### src/rtl/occ_pkg.sv
// rtl/occ_pkg.sv - shared constants, FSM states and trailer helper for the occupancy stream writer
package occ_pkg;

    localparam int          OCC_WORD_W        = 64;
    localparam logic [15:0] OCC_TRAILER_MAGIC = 16'h0CC0;

    typedef enum logic [1:0] {
        ST_IDLE    = 2'd0,
        ST_STREAM  = 2'd1,
        ST_TRAILER = 2'd2,
        ST_DONE    = 2'd3
    } occ_state_t;

    // Trailer beat: magic, two reserved halfwords, beat count including the trailer itself.
    function automatic logic [OCC_WORD_W-1:0] occ_trailer_word(input logic [31:0] count);
        return {OCC_TRAILER_MAGIC, 16'h0000, 16'h0000, count[15:0]};
    endfunction

endpackage

### src/rtl/occ_sync_fifo.sv
// rtl/occ_sync_fifo.sv - single-clock first-word-fall-through FIFO with wrap-bit pointers
module occ_sync_fifo #(
    parameter int WIDTH = 65,
    parameter int DEPTH = 16
) (
    input  logic                     clk,
    input  logic                     rst_n,
    input  logic                     wr_en,
    input  logic [WIDTH-1:0]         wr_data,
    input  logic                     rd_en,
    output logic [WIDTH-1:0]         rd_data,
    output logic                     empty,
    output logic                     full,
    output logic [$clog2(DEPTH):0]   level
);

    localparam int AW = $clog2(DEPTH);

    logic [WIDTH-1:0] mem [DEPTH];
    logic [AW:0]      wr_ptr;
    logic [AW:0]      rd_ptr;
    logic             do_wr;
    logic             do_rd;

    assign empty   = (wr_ptr == rd_ptr);
    assign full    = (wr_ptr[AW] != rd_ptr[AW]) && (wr_ptr[AW-1:0] == rd_ptr[AW-1:0]);
    assign level   = wr_ptr - rd_ptr;
    assign rd_data = mem[rd_ptr[AW-1:0]];

    // A write into a full FIFO is legal when the head leaves in the same cycle.
    assign do_rd = rd_en && !empty;
    assign do_wr = wr_en && (!full || do_rd);

    always_ff @(posedge clk) begin
        if (do_wr) begin
            mem[wr_ptr[AW-1:0]] <= wr_data;
        end
    end

    always_ff @(posedge clk or negedge rst_n) begin
        if (!rst_n) begin
            wr_ptr <= '0;
            rd_ptr <= '0;
        end else begin
            if (do_wr) wr_ptr <= wr_ptr + 1'b1;
            if (do_rd) rd_ptr <= rd_ptr + 1'b1;
        end
    end

endmodule

### src/rtl/occ_code_stream_writer.sv
// rtl/occ_code_stream_writer.sv - buffers BFS occupancy words and streams them with tlast/done
// Optional trailer beat carrying the beat count is enabled by defining OCC_TRAILER_EN.
module occ_code_stream_writer
    import occ_pkg::*;
#(
    parameter int DATA_W     = OCC_WORD_W,
    parameter int FIFO_DEPTH = 16,
    parameter int CNT_W      = 16
) (
    input  logic                          i_clk,
    input  logic                          i_rst,
    input  logic [DATA_W-1:0]             i_occ_code,
    input  logic                          i_send,
    input  logic                          i_finish,
    output logic [DATA_W-1:0]             o_m_tdata,
    output logic                          o_m_tvalid,
    input  logic                          i_m_tready,
    output logic                          o_m_tlast,
    output logic [$clog2(FIFO_DEPTH):0]   o_fifo_level,
    output logic [CNT_W-1:0]              o_words_sent,
    output logic                          o_overflow,
    output logic                          o_done
);

    occ_state_t         state;
    logic               fin_q;
    logic               fin_rise;
    logic               fin_fall;
    logic               last_pend;
    logic               accepting;
    logic               push_req;
    logic               push_last;
    logic               push_ok;
    logic               drop;
    logic               pop;
    logic               hs;
    logic               hs_last;
    logic               f_empty;
    logic               f_full;
    logic [DATA_W:0]    f_rd;
    logic [DATA_W:0]    push_entry;
    logic [CNT_W-1:0]   ws_next;

    assign fin_rise  = i_finish & ~fin_q;
    assign fin_fall  = ~i_finish & fin_q;
    assign accepting = (state == ST_IDLE) || (state == ST_STREAM);
    assign push_last = fin_rise;

`ifdef OCC_TRAILER_EN
    // The trailer closes the traversal, so a bare finish edge needs no flush entry.
    assign push_req = accepting & i_send;
`else
    assign push_req = accepting & (i_send | fin_rise);
`endif

    assign push_entry = {push_last, (i_send ? i_occ_code : {DATA_W{1'b0}})};
    assign pop        = !f_empty && i_m_tready;
    assign push_ok    = push_req && (!f_full || pop);
    assign drop       = push_req && !push_ok;
    assign hs         = o_m_tvalid && i_m_tready;
    assign hs_last    = pop && f_rd[DATA_W];
    assign ws_next    = o_words_sent + CNT_W'(hs);

    occ_sync_fifo #(
        .WIDTH (DATA_W + 1),
        .DEPTH (FIFO_DEPTH)
    ) u_fifo (
        .clk     (i_clk),
        .rst_n   (i_rst),
        .wr_en   (push_ok),
        .wr_data (push_entry),
        .rd_en   (pop),
        .rd_data (f_rd),
        .empty   (f_empty),
        .full    (f_full),
        .level   (o_fifo_level)
    );

`ifdef OCC_TRAILER_EN
    logic [DATA_W-1:0] trailer_q;

    assign o_m_tvalid = (state == ST_TRAILER) || !f_empty;
    assign o_m_tdata  = (state == ST_TRAILER) ? trailer_q
                      : (f_empty ? {DATA_W{1'b0}} : f_rd[DATA_W-1:0]);
    assign o_m_tlast  = (state == ST_TRAILER);
`else
    assign o_m_tvalid = !f_empty;
    assign o_m_tdata  = f_empty ? {DATA_W{1'b0}} : f_rd[DATA_W-1:0];
    assign o_m_tlast  = !f_empty && f_rd[DATA_W];
`endif

    assign o_done = (state == ST_DONE);

    always_ff @(posedge i_clk or negedge i_rst) begin
        if (!i_rst) begin
            state        <= ST_IDLE;
            fin_q        <= 1'b0;
            last_pend    <= 1'b0;
            o_overflow   <= 1'b0;
            o_words_sent <= '0;
`ifdef OCC_TRAILER_EN
            trailer_q    <= '0;
`endif
        end else begin
            fin_q <= i_finish;
            if (hs) o_words_sent <= ws_next;
            if (drop) o_overflow <= 1'b1;
            // A lost last entry still has to close the traversal once the FIFO drains.
            if (drop && push_last) last_pend <= 1'b1;
`ifdef OCC_TRAILER_EN
            if (accepting && fin_rise && !i_send) last_pend <= 1'b1;
`endif
            case (state)
                ST_IDLE: begin
                    if (push_ok || last_pend) state <= ST_STREAM;
                end
                ST_STREAM: begin
                    if (hs_last || (last_pend && f_empty)) begin
`ifdef OCC_TRAILER_EN
                        state     <= ST_TRAILER;
                        trailer_q <= DATA_W'(occ_trailer_word(32'(ws_next) + 32'd1));
`else
                        state     <= ST_DONE;
`endif
                    end
                end
                ST_TRAILER: begin
                    if (hs) state <= ST_DONE;
                end
                ST_DONE: begin
                    if (fin_fall) begin
                        state        <= ST_IDLE;
                        o_words_sent <= '0;
                        last_pend    <= 1'b0;
                    end
                end
                default: state <= ST_IDLE;
            endcase
        end
    end

endmodule

### config.mk
export PLATFORM = sky130hd
export DESIGN_NAME = occ_code_stream_writer
export DESIGN_NICKNAME = d
export VERILOG_FILES = /design/src/rtl/occ_pkg.sv /design/src/rtl/occ_sync_fifo.sv /design/src/rtl/occ_code_stream_writer.sv
export SDC_FILE = /design/constraint.sdc
export NUM_CORES = 1
export LEC_CHECK = 0
export ABC_AREA = 1
export ABC_CLOCK_PERIOD_IN_PS = 15950
export BUFFER_PORTS_ARGS = -buffer_cell sky130_fd_sc_hd__buf_2
export CAP_MARGIN = 20
export CORE_ASPECT_RATIO = 0.7
export CORE_MARGIN = 4
export CORE_UTILIZATION = 55
export DETAILED_ROUTE_END_ITERATION = 7
export HOLD_SLACK_MARGIN = 0.03
export PLACE_DENSITY_LB_ADDON = 0.3
export SETUP_SLACK_MARGIN = 0.2
export SLEW_MARGIN = 20
export SYNTH_ARGS = -nofsm -noshare
export SYNTH_HDL_FRONTEND = slang
export SYNTH_SLANG_ARGS = --single-unit
### constraint.sdc
create_clock -name i_clk -period 15.95 [get_ports i_clk]
set_input_delay 3.19 -clock i_clk [delete_from_list [all_inputs] [get_ports i_clk]]
set_output_delay 3.19 -clock i_clk [all_outputs]
set_load 0.02 [all_outputs]
==> impl_metrics.prom <==
# TYPE chip_impl_metric gauge
chip_impl_metric{name="combinationalPowerShare",unit="%"} 36.0
chip_impl_metric{name="synth-seq-area-share",unit="%"} 74.1
chip_impl_metric{name="dp.final_hpwl",unit="µm"} 49700
chip_impl_metric{name="wirelength",unit="µm"} 105000
chip_impl_info{name="holdCritPathClass",value="reg2reg"} 1
chip_impl_metric{name="power.total",unit="mW"} 8.93
chip_impl_metric{name="arrival",unit="ps"} 5150
chip_impl_metric{name="grt_antenna_before_repair",unit=""} 0
chip_impl_metric{name="power.share.sequential",unit="%"} 39.3
chip_impl_metric{name="floorplan.die.height",unit="µm"} 242
chip_impl_info{name="crit_path_cell_trace",value="buf_12 -> inv_16 -> buf_12 -> buf_16 -> o21ai_0 -> o22ai_1 -> nand2_1 -> a31oi_1 -> buf_2"} 1
chip_impl_metric{name="num-fill-cells",unit=""} 5819
chip_impl_metric{name="globalplace.congestion",unit=""} 0.810
chip_impl_metric{name="cp.required",unit="ps"} 12760
chip_impl_metric{name="synth-seq-cells",unit=""} 1071
chip_impl_info{name="cp-end-kind",value="output pin"} 1
chip_impl_metric{name="rows",unit=""} 85
chip_impl_metric{name="detail_route.drc_violations",unit=""} 0
chip_impl_metric{name="timing.slew.headroom",unit="%"} 19.3
chip_impl_metric{name="vias_per_cell",unit=""} 5.96
chip_impl_metric{name="leakagePower",unit="nW"} 16.2
chip_impl_metric{name="design.final.nets",unit=""} 3526
chip_impl_metric{name="drt-wirelength-per-cell",unit="µm"} 23.0
chip_impl_metric{name="via_count",unit=""} 27197
chip_impl_metric{name="regToRegSetupSlack",unit="ps"} 10960
chip_impl_metric{name="post-synth-top-area-fraction",unit="%"} 72.3
chip_impl_metric{name="layoutNonFillerInstCount",unit=""} 4563
chip_impl_metric{name="numClockSinks",unit=""} 1071
chip_impl_metric{name="syn-mean-instance-area",unit="µm²"} 12.8
chip_impl_info{name="yosysTopAreaCell",value="edfxtp_1"} 1
chip_impl_metric{name="grtUsageTotal",unit="%"} 24.9
chip_impl_metric{name="clk_path_buf_depth",unit=""} 3
chip_impl_metric{name="syn_inst",unit=""} 3373
chip_impl_metric{name="synth-edff-count",unit=""} 1040
chip_impl_metric{name="placeableCoreArea",unit="µm²"} 77300
chip_impl_metric{name="grt_pass1_vias",unit=""} 25465
chip_impl_metric{name="slew_violations",unit=""} 0
chip_impl_metric{name="setup-violations-final",unit=""} 0
chip_impl_metric{name="buffers_added_on_ports",unit=""} 157
chip_impl_metric{name="tightestPinTransition",unit="ps"} 1210
chip_impl_info{name="crit_family",value="buffers and inverters"} 1
chip_impl_info{name="crit_type",value="reg2out"} 1
chip_impl_metric{name="h-tree-depth",unit=""} 3
chip_impl_metric{name="postCtsSetupBuffers",unit=""} 0
chip_impl_metric{name="cts_resized",unit=""} 0
chip_impl_metric{name="worst_ir_drop_on_vdd",unit="mV"} 0.191
chip_impl_metric{name="dp.cells",unit=""} 4382
chip_impl_info{name="cp_most_frequent_cell",value="buf_12"} 1
chip_impl_metric{name="netSwitchingPower",unit="mW"} 3.48
chip_impl_metric{name="fp.dieArea",unit="µm²"} 83100
chip_impl_metric{name="die_x",unit="µm"} 343
chip_impl_metric{name="clk_transition_reported_paths",unit="ps"} 60
chip_impl_metric{name="remaining_global_route_overflow",unit=""} 0
chip_impl_metric{name="initial_utilization",unit="%"} 55.8
chip_impl_metric{name="antenna_cells",unit=""} 0
chip_impl_metric{name="cap_violations",unit=""} 0
chip_impl_metric{name="cp.buffers_inverters",unit=""} 5
chip_impl_metric{name="design.portCount",unit=""} 158
chip_impl_info{name="yosys.cell_count.top_type",value="edfxtp_1"} 1
chip_impl_metric{name="hold_violations",unit=""} 0
chip_impl_metric{name="numCtsBuffers",unit=""} 97
chip_impl_info{name="synth_commonest_cells",value="edfxtp_1 (1040), nor2_1 (658), o21ai_0 (484)"} 1
chip_impl_metric{name="final.setup_skew",unit="ps"} 24.8
chip_impl_info{name="cts-root-buf",value="clkbuf_16"} 1
chip_impl_metric{name="post_synth_num_cell_types",unit=""} 40
chip_impl_metric{name="post-route-period-util",unit="%"} 52.3
chip_impl_metric{name="drt_first_pass_iters",unit=""} 6
chip_impl_metric{name="post-route-min-period",unit="ps"} 8340
chip_impl_metric{name="tns",unit="ps"} 0
chip_impl_metric{name="multi_input_area",unit="µm²"} 9530
chip_impl_metric{name="power.density",unit="nW/µm²"} 188
chip_impl_metric{name="detailedRoute.firstIterationViolations",unit=""} 3643
chip_impl_metric{name="path_max_fanout",unit=""} 246
chip_impl_metric{name="antenna_violating_nets_post_route",unit=""} 0
chip_impl_info{name="rsz_0062_raised_after_global_routing",value="no"} 1
chip_impl_metric{name="cts.hold.buffers_added",unit=""} 0
chip_impl_info{name="crit_path_launch_type",value="flop"} 1
chip_impl_metric{name="syn-num-nets",unit=""} 3459
chip_impl_info{name="synth_top_flop_cell",value="edfxtp_1"} 1
chip_impl_metric{name="cell_internal_pwr",unit="mW"} 5.46
chip_impl_info{name="ys_top_cells_by_area",value="edfxtp_1 (72%), nor2_1 (5.7%), o21ai_0 (5.6%)"} 1
chip_impl_metric{name="max_clk_rate",unit="GHz"} 0.120
chip_impl_metric{name="critical_path.max_stage_delay",unit="ps"} 740
chip_impl_metric{name="clock_power_share",unit="%"} 24.7
chip_impl_metric{name="maximum_number_of_pins_on_one_net_before_global_route_repair",unit=""} 277
chip_impl_metric{name="grt_pass1_wl",unit="µm"} 158000
chip_impl_metric{name="synth.cell_area",unit="µm²"} 43200
chip_impl_metric{name="async_flop_share",unit="%"} 2.89
chip_impl_metric{name="clock_latency",unit="ps"} 670
chip_impl_info{name="tritoncts",value="done"} 1
chip_impl_metric{name="yosysWarningCount",unit=""} 0
chip_impl_metric{name="drive_above_1_share",unit="%"} 10.6
chip_impl_metric{name="seq_area",unit="µm²"} 32000
chip_impl_metric{name="switching_share",unit="%"} 38.9
chip_impl_info{name="outcome",value="finished clean"} 1
chip_impl_info{name="critical-path-slowest-cell",value="inv_16"} 1
chip_impl_metric{name="area.growth.synth_to_final",unit="%"} 10.0
[cell type report]
class                      instances  share of cell area, %
clock buffer                     118                   5.32
tap                             1044                   2.75
timing repair buffer             192                   2.44
inverter                         130                   1.08
clock inverter                    60                  0.940
multi-input combinational       1948                   20.1
sequential                      1071                   67.4
[flip-flops by register name, indices dropped and copies added, names as in the netlist]
| signal | flops |
|---|---|
| o_words_sent | 16 |
| u_fifo.wr_ptr | 5 |
| last_pend | 1 |
| fin_q | 1 |
| u_fifo.mem | 1040 |
| u_fifo.rd_ptr | 5 |
| o_overflow | 1 |
| state | 2 |
[final timing paths]
check,startpoint,to,depth (start not counted)
setup / recovery,u_fifo.rd_ptr[0],o_m_tdata[13],9
hold / removal,last_pend,last_pend,1
setup reg to reg,u_fifo.rd_ptr[2],u_fifo.mem[0][15],11
hold reg to reg,last_pend,last_pend,1
max in group asynchronous,i_rst,u_fifo.rd_ptr[0],1
min in group asynchronous,i_rst,o_words_sent[10],1
[cell usage in the layout (no fill, tap or decap), drive strengths merged]
| master | count |
|---|---|
| nand3 | 64 |
| fa | 1 |
| buf | 192 |
| a31oi | 41 |
| ha | 16 |
| o21a | 1 |
| clkbuf | 118 |
| nor2 | 660 |
| xnor2 | 4 |
| o21ai | 527 |
| clkinv | 51 |
| o211ai | 128 |
| a22oi | 1 |
| clkinvlp | 3 |
| or2 | 1 |
| edfxtp | 1040 |
| nor3 | 5 |
| xor2 | 12 |
| dfrtp | 31 |
| inv | 132 |
| nor3b | 2 |
| a21oi | 33 |
| o22ai | 152 |
| bufinv | 4 |
| nand2 | 292 |
| nand4 | 7 |
| a21boi | 1 |
[power by group through the flow]
stage	clock network, mW	registers [mW]	logic (mW)
6_report	2.21	3.51	3.22
4_1_cts	2.23	3.50	3.20
2_1_floorplan	0	3.51	2.28
3_3_place_gp	0	3.56	3.14
3_5_place_dp	0	3.56	3.18
5_1_grt	2.35	3.53	3.53
[through the flow]
stage / utilization [%] / hold WS, ps / cell area (µm²) / setup slack, ps
floorplan: - / 464 / 43200 / 8790
global placement: 57.5 / 475 / 44400 / 8670
detailed placement: 57.5 / 482 / 44500 / 8630
CTS: 61.3 / 500 / 47400 / 7900
global route: 61.4 / 511 / 47500 / 7550
finish: 61.4 / 506 / 47500 / 7610
[logic make-up after synthesis]
group / after synthesis / share of synthesized area, %
flops: 1071 / 74.1
simple gates: 1031 / 9.27
compound gates: 884 / 11.7
buf+inv: 354 / 4.07
fa+ha+maj: 17 / 0.510
xor+xnor: 16 / 0.325
[metal layers]
layer	track usage [%]	vias to the layer above	share of wire [%]
li1	-	12393	-
met4	7.91	0	3.0
met1	37.7	13279	42
met2	37.0	1334	45
met3	4.43	191	9.9
met5	0	-	0
Note: power is estimated with default switching activity, not from simulation.
